--- src/rtl/stereo_frame_packer.sv ---
// Packs a raster-ordered 8-bit pixel stream into PIX_PER_WORD-pixel words for the
// stereo matcher frame buffer, capturing exactly one frame per request.

module stereo_frame_packer_lane (
  input  logic       clk,
  input  logic       rst,
  input  logic       ld,
  input  logic [7:0] d,
  output logic [7:0] pix_q
);
  always_ff @(posedge clk or posedge rst)
    if (rst)     pix_q <= '0;
    else if (ld) pix_q <= d;
endmodule

module stereo_frame_packer #(
  parameter int IMG_WIDTH    = 240,
  parameter int IMG_HEIGHT   = 320,
  parameter int PIX_PER_WORD = 6
) (
  input  logic        clk_100mhz,
  input  logic        sys_rst,
  input  logic        pixel_valid_in,
  input  logic [7:0]  pixel_x_in,
  input  logic [8:0]  pixel_y_in,
  input  logic [7:0]  pixel_data_in,
  input  logic        frame_req_in,
  output logic        writing_out,
  output logic [13:0] addr_out,
  output logic [47:0] din_out,
  output logic        frame_done_out,
  output logic        busy_out,
  output logic        error_out
);
  localparam int              WORDS_PER_ROW = IMG_WIDTH / PIX_PER_WORD;
  localparam int              NUM_LANES     = PIX_PER_WORD - 1;
  localparam logic [7:0]      X_LAST        = 8'(IMG_WIDTH - 1);
  localparam logic [8:0]      Y_LAST        = 9'(IMG_HEIGHT - 1);
  localparam logic [13:0]     WPR           = 14'(WORDS_PER_ROW);
  localparam logic [2:0]      LANE_LAST     = 3'(PIX_PER_WORD - 1);

  typedef enum logic [1:0] {S_IDLE, S_ARMED, S_CAPTURE, S_DONE} state_t;

  state_t      state_q, state_d;
  logic [2:0]  lane_q, lane_d;
  logic [7:0]  x_exp_q, x_exp_d;
  logic [8:0]  y_exp_q, y_exp_d;
  logic [5:0]  word_idx_q, word_idx_d;
  logic [13:0] row_base_q, row_base_d;
  logic [13:0] addr_q, addr_d;
  logic [47:0] din_q, din_d;
  logic        writing_q, writing_d;
  logic        frame_done_q, frame_done_d;
  logic        busy_q, busy_d;
  logic        error_q, error_d;

  logic [NUM_LANES-1:0]      lane_we;
  logic [NUM_LANES-1:0][7:0] lanes;
  logic                      is_origin, is_expected, start, accept;

  // Lanes 0..PIX_PER_WORD-2 are buffered; the last lane is taken straight from the input.
  for (genvar k = 0; k < NUM_LANES; k++) begin : g_lane
    stereo_frame_packer_lane u_lane (
      .clk(clk_100mhz), .rst(sys_rst), .ld(lane_we[k]),
      .d(pixel_data_in), .pix_q(lanes[k])
    );
  end

  assign is_origin   = pixel_valid_in && (pixel_x_in == 8'd0) && (pixel_y_in == 9'd0);
  assign is_expected = (pixel_x_in == x_exp_q) && (pixel_y_in == y_exp_q);

  always_comb begin
    state_d      = state_q;
    lane_d       = lane_q;
    x_exp_d      = x_exp_q;
    y_exp_d      = y_exp_q;
    word_idx_d   = word_idx_q;
    row_base_d   = row_base_q;
    addr_d       = addr_q;
    din_d        = din_q;
    writing_d    = 1'b0;
    error_d      = 1'b0;
    frame_done_d = 1'b0;
    lane_we      = '0;
    start        = 1'b0;
    accept       = 1'b0;
    case (state_q)
      S_IDLE:    if (frame_req_in) state_d = S_ARMED;
      S_ARMED:   start = is_origin;
      S_CAPTURE: if (pixel_valid_in) begin
        if (is_expected) accept = 1'b1;
        else begin
          error_d = 1'b1;
          state_d = S_ARMED;
          start   = is_origin;
        end
      end
      S_DONE: begin
        frame_done_d = 1'b1;
        state_d      = S_IDLE;
      end
      default: state_d = S_IDLE;
    endcase
    if (start) begin
      lane_we[0] = 1'b1;
      lane_d     = 3'd1;
      x_exp_d    = 8'd1;
      y_exp_d    = '0;
      word_idx_d = '0;
      row_base_d = '0;
      state_d    = S_CAPTURE;
    end
    if (accept) begin
      if (lane_q == LANE_LAST) begin
        writing_d = 1'b1;
        addr_d    = row_base_q + 14'(word_idx_q);
        din_d     = {pixel_data_in, lanes};
        lane_d    = '0;
        if (pixel_x_in == X_LAST) begin
          x_exp_d    = '0;
          y_exp_d    = y_exp_q + 9'd1;
          word_idx_d = '0;
          row_base_d = row_base_q + WPR;
          if (pixel_y_in == Y_LAST) state_d = S_DONE;
        end else begin
          x_exp_d    = x_exp_q + 8'd1;
          word_idx_d = word_idx_q + 6'd1;
        end
      end else begin
        lane_we[lane_q] = 1'b1;
        lane_d          = lane_q + 3'd1;
        x_exp_d         = x_exp_q + 8'd1;
      end
    end
    // Busy covers the final-write cycle and drops together with the done pulse.
    busy_d = (state_d != S_IDLE);
  end

  always_ff @(posedge clk_100mhz or posedge sys_rst) begin
    if (sys_rst) begin
      state_q      <= S_IDLE;
      lane_q       <= '0;
      x_exp_q      <= '0;
      y_exp_q      <= '0;
      word_idx_q   <= '0;
      row_base_q   <= '0;
      addr_q       <= '0;
      din_q        <= '0;
      writing_q    <= 1'b0;
      frame_done_q <= 1'b0;
      busy_q       <= 1'b0;
      error_q      <= 1'b0;
    end else begin
      state_q      <= state_d;
      lane_q       <= lane_d;
      x_exp_q      <= x_exp_d;
      y_exp_q      <= y_exp_d;
      word_idx_q   <= word_idx_d;
      row_base_q   <= row_base_d;
      addr_q       <= addr_d;
      din_q        <= din_d;
      writing_q    <= writing_d;
      frame_done_q <= frame_done_d;
      busy_q       <= busy_d;
      error_q      <= error_d;
    end
  end

  assign writing_out    = writing_q;
  assign addr_out       = addr_q;
  assign din_out        = din_q;
  assign frame_done_out = frame_done_q;
  assign busy_out       = busy_q;
  assign error_out      = error_q;
endmodule
--- config.mk ---
export PLATFORM = sky130hd
export DESIGN_NAME = stereo_frame_packer
export DESIGN_NICKNAME = d
export VERILOG_FILES = /design/src/rtl/stereo_frame_packer.sv
export SDC_FILE = /design/constraint.sdc
export NUM_CORES = 1
export LEC_CHECK = 0
export ABC_CLOCK_PERIOD_IN_PS = 4100
export BUFFER_PORTS_ARGS = -buffer_cell sky130_fd_sc_hd__buf_2
export CELL_PAD_IN_SITES_DETAIL_PLACEMENT = 0
export CELL_PAD_IN_SITES_GLOBAL_PLACEMENT = 1
export CORE_UTILIZATION = 30
export CTS_CLUSTER_SIZE = 16
export DETAILED_ROUTE_END_ITERATION = 8
export GPL_TIMING_DRIVEN = 0
export PLACE_DENSITY = 0.56
export SLEW_MARGIN = 20
export SYNTH_ARGS = -nofsm -noshare
export SYNTH_HDL_FRONTEND = slang
export SYNTH_HIERARCHICAL = 1
export SYNTH_SLANG_ARGS = --single-unit
--- constraint.sdc ---
create_clock -name clk_100mhz -period 4.1 [get_ports clk_100mhz]
set_input_delay 0.82 -clock clk_100mhz [delete_from_list [all_inputs] [get_ports clk_100mhz]]
set_output_delay 0.82 -clock clk_100mhz [all_outputs]
set_load 0.03 [all_outputs]
# [Yosys cells after proc, flatten, opt, wreduce, memory -nomap -nowiden]
# Index checks and enable logic that the tools add are counted.
[op_classes] mux=45 n_reduce_logical=10 n_addsub=6 bitwise_logic=1 n_lt_le_gt_ge=2 eq_ne=8
[op_table] op="two-way mux 14 bit" count=4
[op_table] op="two-way mux 9 bit" count=4
[op_table] op="two-way mux 8 bit" count=4
[op_table] op="two-way mux 6 bit" count=4
[op_table] op="two-way mux 2 bit" count=8
[op_table] op="adder 14 x 6 -> 14 bit" count=1
[op_table] op="adder 14 x 6 -> 14 bit (second input constant)" count=1
[op_table] op="two-way mux 1 bit" count=13
[op_table] op="two-way mux 5 bit" count=2
[op_table] op="adder 9 x 1 -> 9 bit (second input constant)" count=1
[op_table] op="== test 9 bit" count=1
[op_table] op="== test 9 bit (second input constant)" count=1
[op_table] op="logical NOT 9 bit" count=1
[op_table] op="two-way mux 3 bit" count=3
[op_table] op="adder 8 x 1 -> 8 bit (second input constant)" count=1
[op_table] op="== test 8 bit" count=1
[op_table] op="== test 8 bit (second input constant)" count=1
[op_table] op="logical NOT 8 bit" count=1
[op_table] op="adder 6 x 1 -> 6 bit (second input constant)" count=1
[op_table] op="case mux 2 bit (3 select lines)" count=1
[op_table] op="OR 1 x 5 -> 5 bit" count=1
[op_table] op="== test 2 bit (second input constant)" count=2
[op_table] op="logical AND 1 bit" count=4
[op_table] op="< comparator 3 x 4 -> 1 bit (second input constant)" count=1
[op_table] op="9 further kinds" count=10
[word_totals] input_bits=29 register_bits=148 out_inout_bits=66 word_cells=89

# [Logic depth before layout (Yosys ltp)]
# Gate-level depths: netlist (run 1).
[depth] ltp_word=12 mapped_depth=9 depth_no_buf=9

# [Modules after synthesis]
# The synthesis (run 1) kept the hierarchy.
[modules_own_cells] module="stereo_frame_packer" cells_per_inst=602 n_inst=1 seq_area_each_um2=2702.6 area_each_um2=5489.0
[modules_own_cells] module="stereo_frame_packer_lane" cells_per_inst=18 n_inst=5 seq_area_each_um2=200.2 area_each_um2=335.3

# [Worst setup path before layout (run 1)]
# OpenSTA, ideal clock, no wires.
[synth_timing] path_type="in2reg" startpoint="in pixel_y_in[7]" endpoint="reg g_lane[0].u_lane.pix_q[0]" path_slack_ps=1398 path_buffers=3 t_arrival_ps=2577 stages=9 cell_sequence="xor2_1 -> nor4_2 -> nand2_1 -> buf_4 -> o31ai_4 -> buf_2 -> o41ai_1 -> buf_6 -> mux2_4"
[synth_between] elab_chain_cells=9
[synth_lines] element="start, declared" line_no="25" source="input logic [8:0] pixel_y_in,"
[synth_lines] element="== test 9 bit or logical NOT 9 bit (tied branches)" line_no="70, 69"
[synth_lines] element="logical AND 1 bit (on tied branches)" line_no="70, 69"
[synth_lines] element="two-way mux 1 bit" line_no="91" source="if (is_expected) accept = 1'b1;"
[synth_lines] element="two-way mux 1 bit" line_no="90" source="S_CAPTURE: if (pixel_valid_in) begin"
[synth_lines] element="case mux 1 bit (2 select lines)" line_no="87" source="case (state_q)"
[synth_lines] element="two-way mux 1 bit" line_no="104" source="if (start) begin"
[synth_lines] element="OR 1 x 5 -> 5 bit (no line)"
[synth_lines] element="two-way mux 5 bit" line_no="114" source="if (lane_q == LANE_LAST) begin"
[synth_lines] element="two-way mux 5 bit *" line_no="113" source="if (accept) begin"
[synth_lines] element="net lane_we[0]" line_no="57" source="logic [NUM_LANES-1:0] lane_we;"
[synth_lines] element="end signal, assigned" line_no="12" source="if (rst) pix_q <= '0;"
[synth_lines] element="end signal, assigned" line_no="13" source="else if (ld) pix_q <= d;"
[synth_lines] element="end, declared" line_no="9" source="output logic [7:0] pix_q"
# Mark *: on every way through the listed nets, which the timed path passes. The rest lies on a longest branch.
# A chain may end at the register's enable or synchronous reset.

# [Worst setup path in the final report (run 1)]
[layout_timing] startpoint="in pixel_x_in[4]" endpoint="reg g_lane[0].u_lane.pix_q[1]"
[layout_between] elab_chain_cells=10
[layout_lines] element="start, declared" line_no="24" source="input logic [7:0] pixel_x_in,"
[layout_lines] element="logical NOT 8 bit" line_no="69" source="assign is_origin = pixel_valid_in && (pixel_x_in == 8'd0) && (pixel_y_in == 9'd0);"
[layout_lines] element="logical AND 1 bit (2 in a row)" line_no="69"
[layout_lines] element="two-way mux 1 bit" line_no="91"
[layout_lines] element="two-way mux 1 bit" line_no="90"
[layout_lines] element="case mux 1 bit (2 select lines)" line_no="87"
[layout_lines] element="two-way mux 1 bit" line_no="104"
[layout_lines] element="OR 1 x 5 -> 5 bit (no line)"
[layout_lines] element="two-way mux 5 bit" line_no="114"
[layout_lines] element="two-way mux 5 bit *" line_no="113"
[layout_lines] element="net lane_we[0]" line_no="57"
# Marked as above.

==> results of run 1 <==
-- synthesized netlist by cell type (4+ instances only) --
library cell  instances  area (µm²)
o21ai_0              27         135
and2_1                5        31.3
ha_1                 15         188
buf_6                 7        78.8
o21bai_1              4        30.0
nand4b_1              4        35.0
or3_1                11        68.8
inv_1                12        45.0
mux2_4               40         601
a21oi_1               9        45.0
nand4_1               6        37.5
buf_2                17        85.1
nor2_1               23        86.3
nand2_1             186         698
dfrtp_1             148        3700
nor3_1                7        35.0
nor4_4                4        85.1
nand3_1              59         295
mux2i_1               5        50.1
xnor2_1               7        61.3
clkbuf_1              4        15.0
nor4_1                6        37.5
a31o_2                6        52.6
xor2_1               27         236
and3_1                6        37.5
-- cell type report --
class | instances | area, µm²
Buffer | 31 | 195
Clock buffer | 18 | 429
Inverter | 12 | 50.0
Multi-Input combinational cell | 501 | 3220
Timing Repair Buffer | 95 | 498
Sequential cell | 148 | 3700
Fill cell | 2378 | 14800
Clock inverter | 14 | 164
Tap cell | 319 | 399
-- metrics by stage --
step                std cells  power [W]
CTS                      1138    0.00328
detailed placement       1106    0.00167
global route             1138    0.00337
finish                   1138    0.00324
global placement         1105    0.00167
floorplan                 692    0.00160
-- power by group through the flow --
| stage | Sequential (W) | Combinational, W | Clock [W] |
|---|---|---|---|
| final | 0.00148 | 0.000162 | 0.00159 |
| after detailed placement | 0.00151 | 0.000165 | 0 |
| after floorplan | 0.00152 | 0.0000876 | 0 |
| after global routing | 0.00148 | 0.000180 | 0.00171 |
| after CTS | 0.00148 | 0.000167 | 0.00164 |
| after global placement | 0.00151 | 0.000158 | 0 |
-- state kept, by name, indices dropped and copies added (netlist names) --
signal,cells
din_out,48
g_lane.u_lane/pix_q,40
addr_out,14
row_base_q,14
y_exp_q,9
x_exp_q,8
word_idx_q,6
lane_q,3
state_q,2
busy_out,1
error_out,1
frame_done_out,1
writing_out,1
-- routing by layer --
| layer | share of wire (%) | track usage [%] |
|---|---|---|
| met2 | 47 | 26.0 |
| met4 | 1.1 | 4.20 |
| met5 | 0 | 0 |
| met1 | 48 | 20.0 |
| met3 | 3.2 | 2.96 |
-- final timing paths --
kind	end	slack, ps
max in group asynchronous	y_exp_q[2]	2920
hold reg to reg	din_out[24]	460
hold / removal	g_lane[1].u_lane/pix_q[4]	430
setup / recovery	g_lane[0].u_lane/pix_q[1]	1050
min in group clk_100mhz	din_out[24]	460
setup reg to reg	g_lane[0].u_lane/pix_q[1]	1090
-- kinds of logic (layout without fill, tap and decap cells) --
logic type,count (synthesis),after routing
simple gates,335,335
flops,148,148
compound gates,70,70
mux,46,46
buf+inv,43,170
xor+xnor,34,34
fa+ha+maj,16,16
-- placed cells by master (no fill, tap or decap), types with 9 or more instances in the layout --
master / count
ha_1: 15
nor2_1: 23
inv_1: 11
a21oi_1: 9
mux2_4: 40
nand3_1: 59
xor2_1: 27
or3_1: 11
dfrtp_1: 148
o21ai_0: 27
buf_2: 111
clkbuf_16: 17
nand2_1: 186
==> metrics.txt, run 1 <==
status finished clean; Final Cycle Share 74.4%; grt total ovfl 0; CP max stage cell nor4_1; Worst Hold Margin 428 ps; CTS tree done; DRT Wirelength 18.0 mm; Final GP Congestion 0.784; Worst-path clk slew 70 ps; pwr/cell area 374 nW/µm²; Simple-Gate Fraction of Synth Area 22.2%; syn_nets 737; first-pass GRT wire length 29.0 mm; cell area after layout just under 9000 µm²; Setup crit end kind register; Max Slew Vio Count 0; Avg Cell Area, Syn 10.4 µm²; die height 157 µm; root buffer cell clkbuf_16; cell depth of the worst setup path 10; clock period minus worst slack 3050 ps; ys async rst share 100%; Cell Rows 56; sequential-to-total area share from yosys stat 51.7%; final design utilization 36.9%; ratio of cells with drive above 1 in the final layout roughly a quarter; top_reg_cell synth dfrtp_1; via count around 5300; Synth Area in XOR/XNOR 4.16%; Cells after Synth 692; Yosys cell types 52; P&R area growth vs syn 20.9%; Seq cells post-synth 148; placed inst area 8070 µm²; Max Root-Sink Buffers 2; worst-path fanout max 10; Worst R2R Path Depth 9; EDFF count, synth 0; RSZ-0062 raised after global routing false; global-route usage over all layers around 15%; clock latency on the worst-skew pair 430 ps; Leakage 4.47 nW; first-iteration detailed-routing DRC count 234; area of the core 23500 µm²; RR Startpoint x_exp_q[4]; register share of total power between 40% and 50%; adder-cell area share of the yosys netlist 2.90%; Nets 851; Clock Power Share between 40% and 50%; Die Area approximately 25000 µm²; Worst setup SP type input port; Remaining DRCs 0; CTS Buf Count 17; yosys warns 6; Least-Margin Pin Slew ~660 ps; initial antenna violation count 0; max-cap viol count 0; kind of critical path in -> reg; H-tree depth 4; crit-path leading delay family buffers and inverters; sw frac 24.6%; num ports 95; Slowest Stage Delay on Critical Path 470 ps; Synth Cell Area 7170 µm²; FMAX 328 MHz; Worst VDD drop around 0.23 mV; CP arrival 3350 ps; DIE WIDTH 157 µm; final hold vios 0; postcts setup bufs 0; CP bufs+invs 4; post-DP HPWL 13.0 mm; Rel. slew slack about 56%; post-synthesis mux area share under 10%; Layout Skew between 9 and 10 ps; worst setup path start pixel_x_in[4]; Setup TNS 0 ps; largest net degree at the start of global routing 65; via/cell ratio 4.70; largest family of logic cells by synthesized area simple AND/OR/NAND/NOR gates; Post-CTS Resized 0; antenna-violating nets left 0; # diodes 0; Internal 0.00244 W; dpl ws 672 ps; post-synthesis compound-gate area fraction 6.43%; IO buf count 94; crit-path cells buf_2, xor2_1, nor4_1, nand3_1, buf_6, o31ai_4, buf_2, o41ai_1, buf_6, mux2_4; P_sw 0.000795 W; CTS Hold Bufs 0; Final Setup Violations 0; starting density of the core a little under a third; DRT Pass-1 Iters 4; DR WL/cell 15.8 µm; setup ws final 1050 ps; combinational share of power 5.0%; worst hold path type in -> async; worst path required time 4400 ps; vias in the first global route 5426; CTS sink cnt 148
(Power assumes the default switching activity.)
==> run 2, diff against run 1 <==
--- a/config.mk
+++ b/config.mk
@@ -5,7 +5,7 @@
 export SDC_FILE = /design/constraint.sdc
 export NUM_CORES = 1
 export LEC_CHECK = 0
-export ABC_CLOCK_PERIOD_IN_PS = 4100
+export ABC_CLOCK_PERIOD_IN_PS = 3100
 export BUFFER_PORTS_ARGS = -buffer_cell sky130_fd_sc_hd__buf_2
 export CELL_PAD_IN_SITES_DETAIL_PLACEMENT = 0
 export CELL_PAD_IN_SITES_GLOBAL_PLACEMENT = 1
==> constraint.sdc (replaced) <==
create_clock -name clk_100mhz -period 3.1 [get_ports clk_100mhz]
set_input_delay 0.62 -clock clk_100mhz [delete_from_list [all_inputs] [get_ports clk_100mhz]]
set_output_delay 0.62 -clock clk_100mhz [all_outputs]
set_load 0.03 [all_outputs]
==> run 2 against run 1 <==
Against the previous run: clock power grew 33%; die area is the same; clock skew rose by 4.1 ps; sequential power up 32%; non-clock buffer count up 2; total power increased by 32%; highest routed layer unchanged; flip-flop and latch count is the same; sequential share of layout area decreased by 0.20 points; global-route usage rose by 0.30 points; register-to-register slack worse by 800 ps; largest cell class unchanged.
==> metrics.txt, run 2 (synthesis gave the netlist of run 1 again) <==
status finished clean; DRT Pass-1 Iters 4; clock latency on the worst-skew pair 420 ps; dpl ws -114 ps; # diodes 0; RR Startpoint y_exp_q[5]; worst hold path type in -> async; setup ws final 285 ps; root buffer cell clkbuf_16; largest net degree at the start of global routing 31; die height 157 µm; CP arrival 3110 ps; Final Setup Violations 0; IO buf count 94; FMAX approximately 360 MHz; Rel. slew slack 53.2%; antenna-violating nets left 0; Remaining DRCs 0; Least-Margin Pin Slew 697 ps; via/cell ratio about 4.7; DRT Wirelength 18.1 mm; starting density of the core 30.5%; max FFs per register 48; num ports 95; H-tree depth 4; vias in the first global route approximately 5500; final design utilization 37.1%; pwr/cell area 493 nW/µm²; via count 5317; Worst R2R Path Depth 9; DIE WIDTH 157 µm; Max Root-Sink Buffers 2; R2R Setup Slk between 200 and 300 ps; first-iteration detailed-routing DRC count 271; Leakage approximately 4.5 nW; Final Cycle Share about nine tenths; dpl cells ~1100; Post-CTS Resized 0; Design Power 0.00429 W; postcts setup bufs 0; grt total ovfl 0; P&R area growth vs syn 21.4%; max-cap viol count 0; Worst setup SP type register; CTS Buf Count 17; Max Slew Vio Count 0; commonest non-fill, non-tap cells in the layout 186 x nand2_1, 148 x dfrtp_1, 111 x buf_2; final hold vios 0; post-DP HPWL ~13 mm; Finished Layout Cells 1140; clock period minus worst slack 2810 ps; ratio of cells with drive above 1 in the final layout 26.2%; Setup crit end kind register; kind of critical path reg -> reg; global-route usage over all layers about 16%; Worst VDD drop 0.281 mV; Worst-path clk slew 70 ps; Layout Skew roughly 14 ps; CTS tree done; CTS sink cnt around 150; Cell Rows 56; worst path required time 3390 ps; worst-path fanout max 10; CTS Hold Bufs 0; Die Area 24500 µm²; first-pass GRT wire length 29.5 mm; area of the core 23500 µm²; most common cell after layout, fill and taps aside nand2_1; Nets between 800 and 900; Final GP Congestion 0.783; initial antenna violation count 0; r2r endpoint g_lane[0].u_lane/pix_q[2]; DR WL/cell 15.9 µm; RSZ-0062 raised after global routing false
run 2: cell count changes in the layout (fill, tap and decap cells not counted), sizes merged:
cell and delta:
buf +2, clkinv +1, clkinvlp +1, inv -2
run 2: area by class of cell:
class                      count  area [µm²]
buffer                        31         195
clock buffer                  18         429
clock inverter                14         166
fill                        2361       14800
inverter                      12        48.8
multi-input combinational    501        3230
sequential                   148        3700
tap                          319         399
timing repair buffer          97         531
run 2: routing by layer:
layer	GRT usage, %	part of all wire (%)	vias up
li1	-	-	2601
met1	20.1	47	2609
met2	26.9	49	103
met3	3.41	3.0	4
met4	3.64	0.47	0
met5	0	0	-
run 2: power by group:
| group | leakage, nW | switching (W) | internal [W] | total [W] |
|---|---|---|---|---|
| combinational | 2.14 | 0.000146 | 0.0000752 | 0.000221 |
| clock | 0.288 | 0.000891 | 0.00122 | 0.00211 |
| sequential | 2.05 | 0.0000131 | 0.00194 | 0.00196 |
| total | 4.48 | 0.00105 | 0.00324 | 0.00429 |
run 2: critical path: stages (launching register included):
cell and delay [ps]:
dfrtp_1 440, xor2_1 180, nor4_1 400, nand3_1 160
buf_6 200, o31ai_4 330, buf_2 340, o41ai_1 150
buf_6 180, mux2_4 300
run 2: worst max path at each step:
stage | startpoint | to | slack (ps) | cells past startpoint
after floorplan | pixel_y_in[7] | g_lane[0].u_lane/pix_q[0] | 600 | 9
after global routing | y_exp_q[5] | g_lane[0].u_lane/pix_q[6] | 50 | 9
after CTS | x_exp_q[4] | g_lane[0].u_lane/pix_q[2] | 170 | 9
final | y_exp_q[5] | g_lane[0].u_lane/pix_q[2] | 290 | 9
after detailed placement | pixel_x_in[4] | g_lane[0].u_lane/pix_q[3] | -110 | 10
after global placement | pixel_x_in[4] | g_lane[0].u_lane/pix_q[3] | -100 | 10
run 2: metrics by stage:
step	cell area [µm²]	hold WS, ps	TNS, ps
after floorplan	7170	436	0
after global placement	8040	446	-759
after detailed placement	8100	451	-871
after CTS	8690	221	0
after global routing	8700	235	0
final	8700	229	0
==> run 3, diff against run 2 <==
--- a/config.mk
+++ b/config.mk
@@ -14,6 +14,7 @@
 export DETAILED_ROUTE_END_ITERATION = 8
 export GPL_TIMING_DRIVEN = 0
 export PLACE_DENSITY = 0.56
+export RECOVER_POWER = 100
 export SLEW_MARGIN = 20
 export SYNTH_ARGS = -nofsm -noshare
 export SYNTH_HDL_FRONTEND = slang
==> run 3 against run 2 <==
Against the previous run: sequential share of layout area is 1.5 points higher; clock power about the same; highest routed layer unchanged; routed wire length decreased by 0.71%; critical path depth is the same; hold slack improved by 91 ps; via count increased by 0.28%; global-route usage is the same; sequential power barely moved; worst setup slack got worse by 27 ps; design area down 3.4%; non-clock buffer count did not move; clock-buffer cell count unchanged.
==> metrics.txt, run 3 (synthesis gave the netlist of run 1 again) <==
status finished clean; Worst setup SP type register; clock latency on the worst-skew pair between 400 and 500 ps; largest net degree at the start of global routing 31; Internal 0.00323 W; final hold vios 0; sw frac 24.5%; via/cell ratio 4.68; CTS sink cnt 148; num ports between 90 and 100; Die Area around 25000 µm²; IO buf count 94; CTS tree done; initial antenna violation count 0; Slowest Stage Delay on Critical Path ~460 ps; area of the core 23500 µm²; CP bufs+invs 3; Max Root-Sink Buffers 2; die height 157 µm; Cell Rows 56; commonest non-fill, non-tap cells in the layout 186 x nand2_1, 148 x dfrtp_1, 79 x clkbuf_1; worst path required time around 3400 ps; Design Power between 0.004 and 0.005 W; DR WL/cell 15.8 µm; Final Cycle Share 91.7%; RSZ-0062 raised after global routing false; grt total ovfl 0; H-tree depth 4; max FFs per register 48; first-pass GRT wire length 29.5 mm; Final GP Congestion 0.783; Max Slew Vio Count 0; crit-path cells xor2_1, nor4_2, nand3_1, buf_6, o31ai_4, buf_2, o41ai_1, buf_6, mux2_1; Clock Power Share about half; Layout Skew 13.3 ps; Remaining DRCs 0; CTS Hold Bufs 0; ratio of cells with drive above 1 in the final layout 12.7%; cell mode on critical path buf_6; FMAX 352 MHz; Setup TNS 0 ps; max-cap viol count 0; CTS Buf Count 17; DRT Wirelength between 15 and 20 mm; P_sw 0.00105 W; Leakage 4.14 nW; DIE WIDTH ~160 µm; kind of critical path reg -> reg; worst hold path type in -> async; CP max stage cell dfrtp_1; crit-path leading delay family buffers and inverters; clock period minus worst slack 2840 ps; # diodes 0; DRT Pass-1 Iters 4; Least-Margin Pin Slew between 1000 and 1500 ps; register share of total power 45.8%; CP arrival 3140 ps; first-iteration detailed-routing DRC count 247; antenna-violating nets left 0; global-route usage over all layers 15.7%; pwr/cell area just over 500 nW/µm²; Setup crit end kind register; root buffer cell clkbuf_16; post-DP HPWL 13.4 mm; worst-path fanout max 10; P&R area growth vs syn 17.3%; combinational share of power under 10%; via count 5332; Rel. slew slack 5.24%; vias in the first global route 5474; Final Setup Violations 0; starting density of the core between 30 and 40%; Worst VDD drop approximately 0.28 mV; Nets 853; most common cell after layout, fill and taps aside nand2_1; Worst-path clk slew 70 ps
run 3: changes by cell type in the layout (fill, tap and decap cells not counted), sizes merged:
cell          before  now
dlymetal6s4s       0    3
clkbuf            23  106
buf              123   37
run 3: area by class of cell:
class | count | area, µm²
Inverter | 12 | 46.3
Fill cell | 2440 | 15100
Multi-Input combinational cell | 501 | 3070
Clock inverter | 14 | 166
Timing Repair Buffer | 97 | 424
Sequential cell | 148 | 3700
Clock buffer | 18 | 429
Tap cell | 319 | 399
Buffer | 31 | 163
run 3: layer usage:
layer | track usage [%] | routed length, µm | up-vias
met3 | 3.41 | 642 | 9
met5 | 0 | 0 | -
met2 | 26.9 | 8870 | 103
li1 | - | - | 2601
met4 | 3.64 | 178 | 0
met1 | 20.1 | 8330 | 2619
run 3: power by group through the flow:
stage	logic (W)	registers, W	clock network [W]
2_1_floorplan	0.000116	0.00201	0
3_3_place_gp	0.000209	0.00199	0
3_5_place_dp	0.000227	0.00199	0
4_1_cts	0.000228	0.00196	0.00216
5_1_grt	0.000240	0.00196	0.00226
6_report	0.000211	0.00196	0.00211
run 3: worst paths after layout:
kind                       startpoint                   endpoint  slack (ps)  depth (start not counted)
max                        x_exp_q[4]  g_lane[0].u_lane/pix_q[1]         260                          9
min                           sys_rst  g_lane[3].u_lane/pix_q[4]         320                          2
max reg2reg                x_exp_q[4]  g_lane[0].u_lane/pix_q[1]         260                          9
min reg2reg                din_out[9]                 din_out[9]         470                          2
max in group asynchronous     sys_rst                 y_exp_q[2]         540                          3
min in group clk_100mhz    din_out[9]                 din_out[9]         470                          2
run 3: repair_timing:
action,in CTS,in global routing
buffers inserted,0,0
hold endpoints to repair,0,0
gates resized for setup,0,1
endpoints found under the setup margin,0,8
run 3: through the flow:
step / instance area, µm² / util (%) / hold WS [ps] / setup WS (ps) / instances
floorplan: 7170 / - / 436 / 598 / 692
global placement: 8040 / 34.2 / 446 / -95.4 / 1105
detailed placement: 8100 / 34.5 / 451 / -114 / 1108
CTS: 8690 / 37.0 / 221 / 169 / 1140
global route: 8400 / 35.8 / 327 / 35.4 / 1140
finish: 8400 / 35.8 / 319 / 258 / 1140
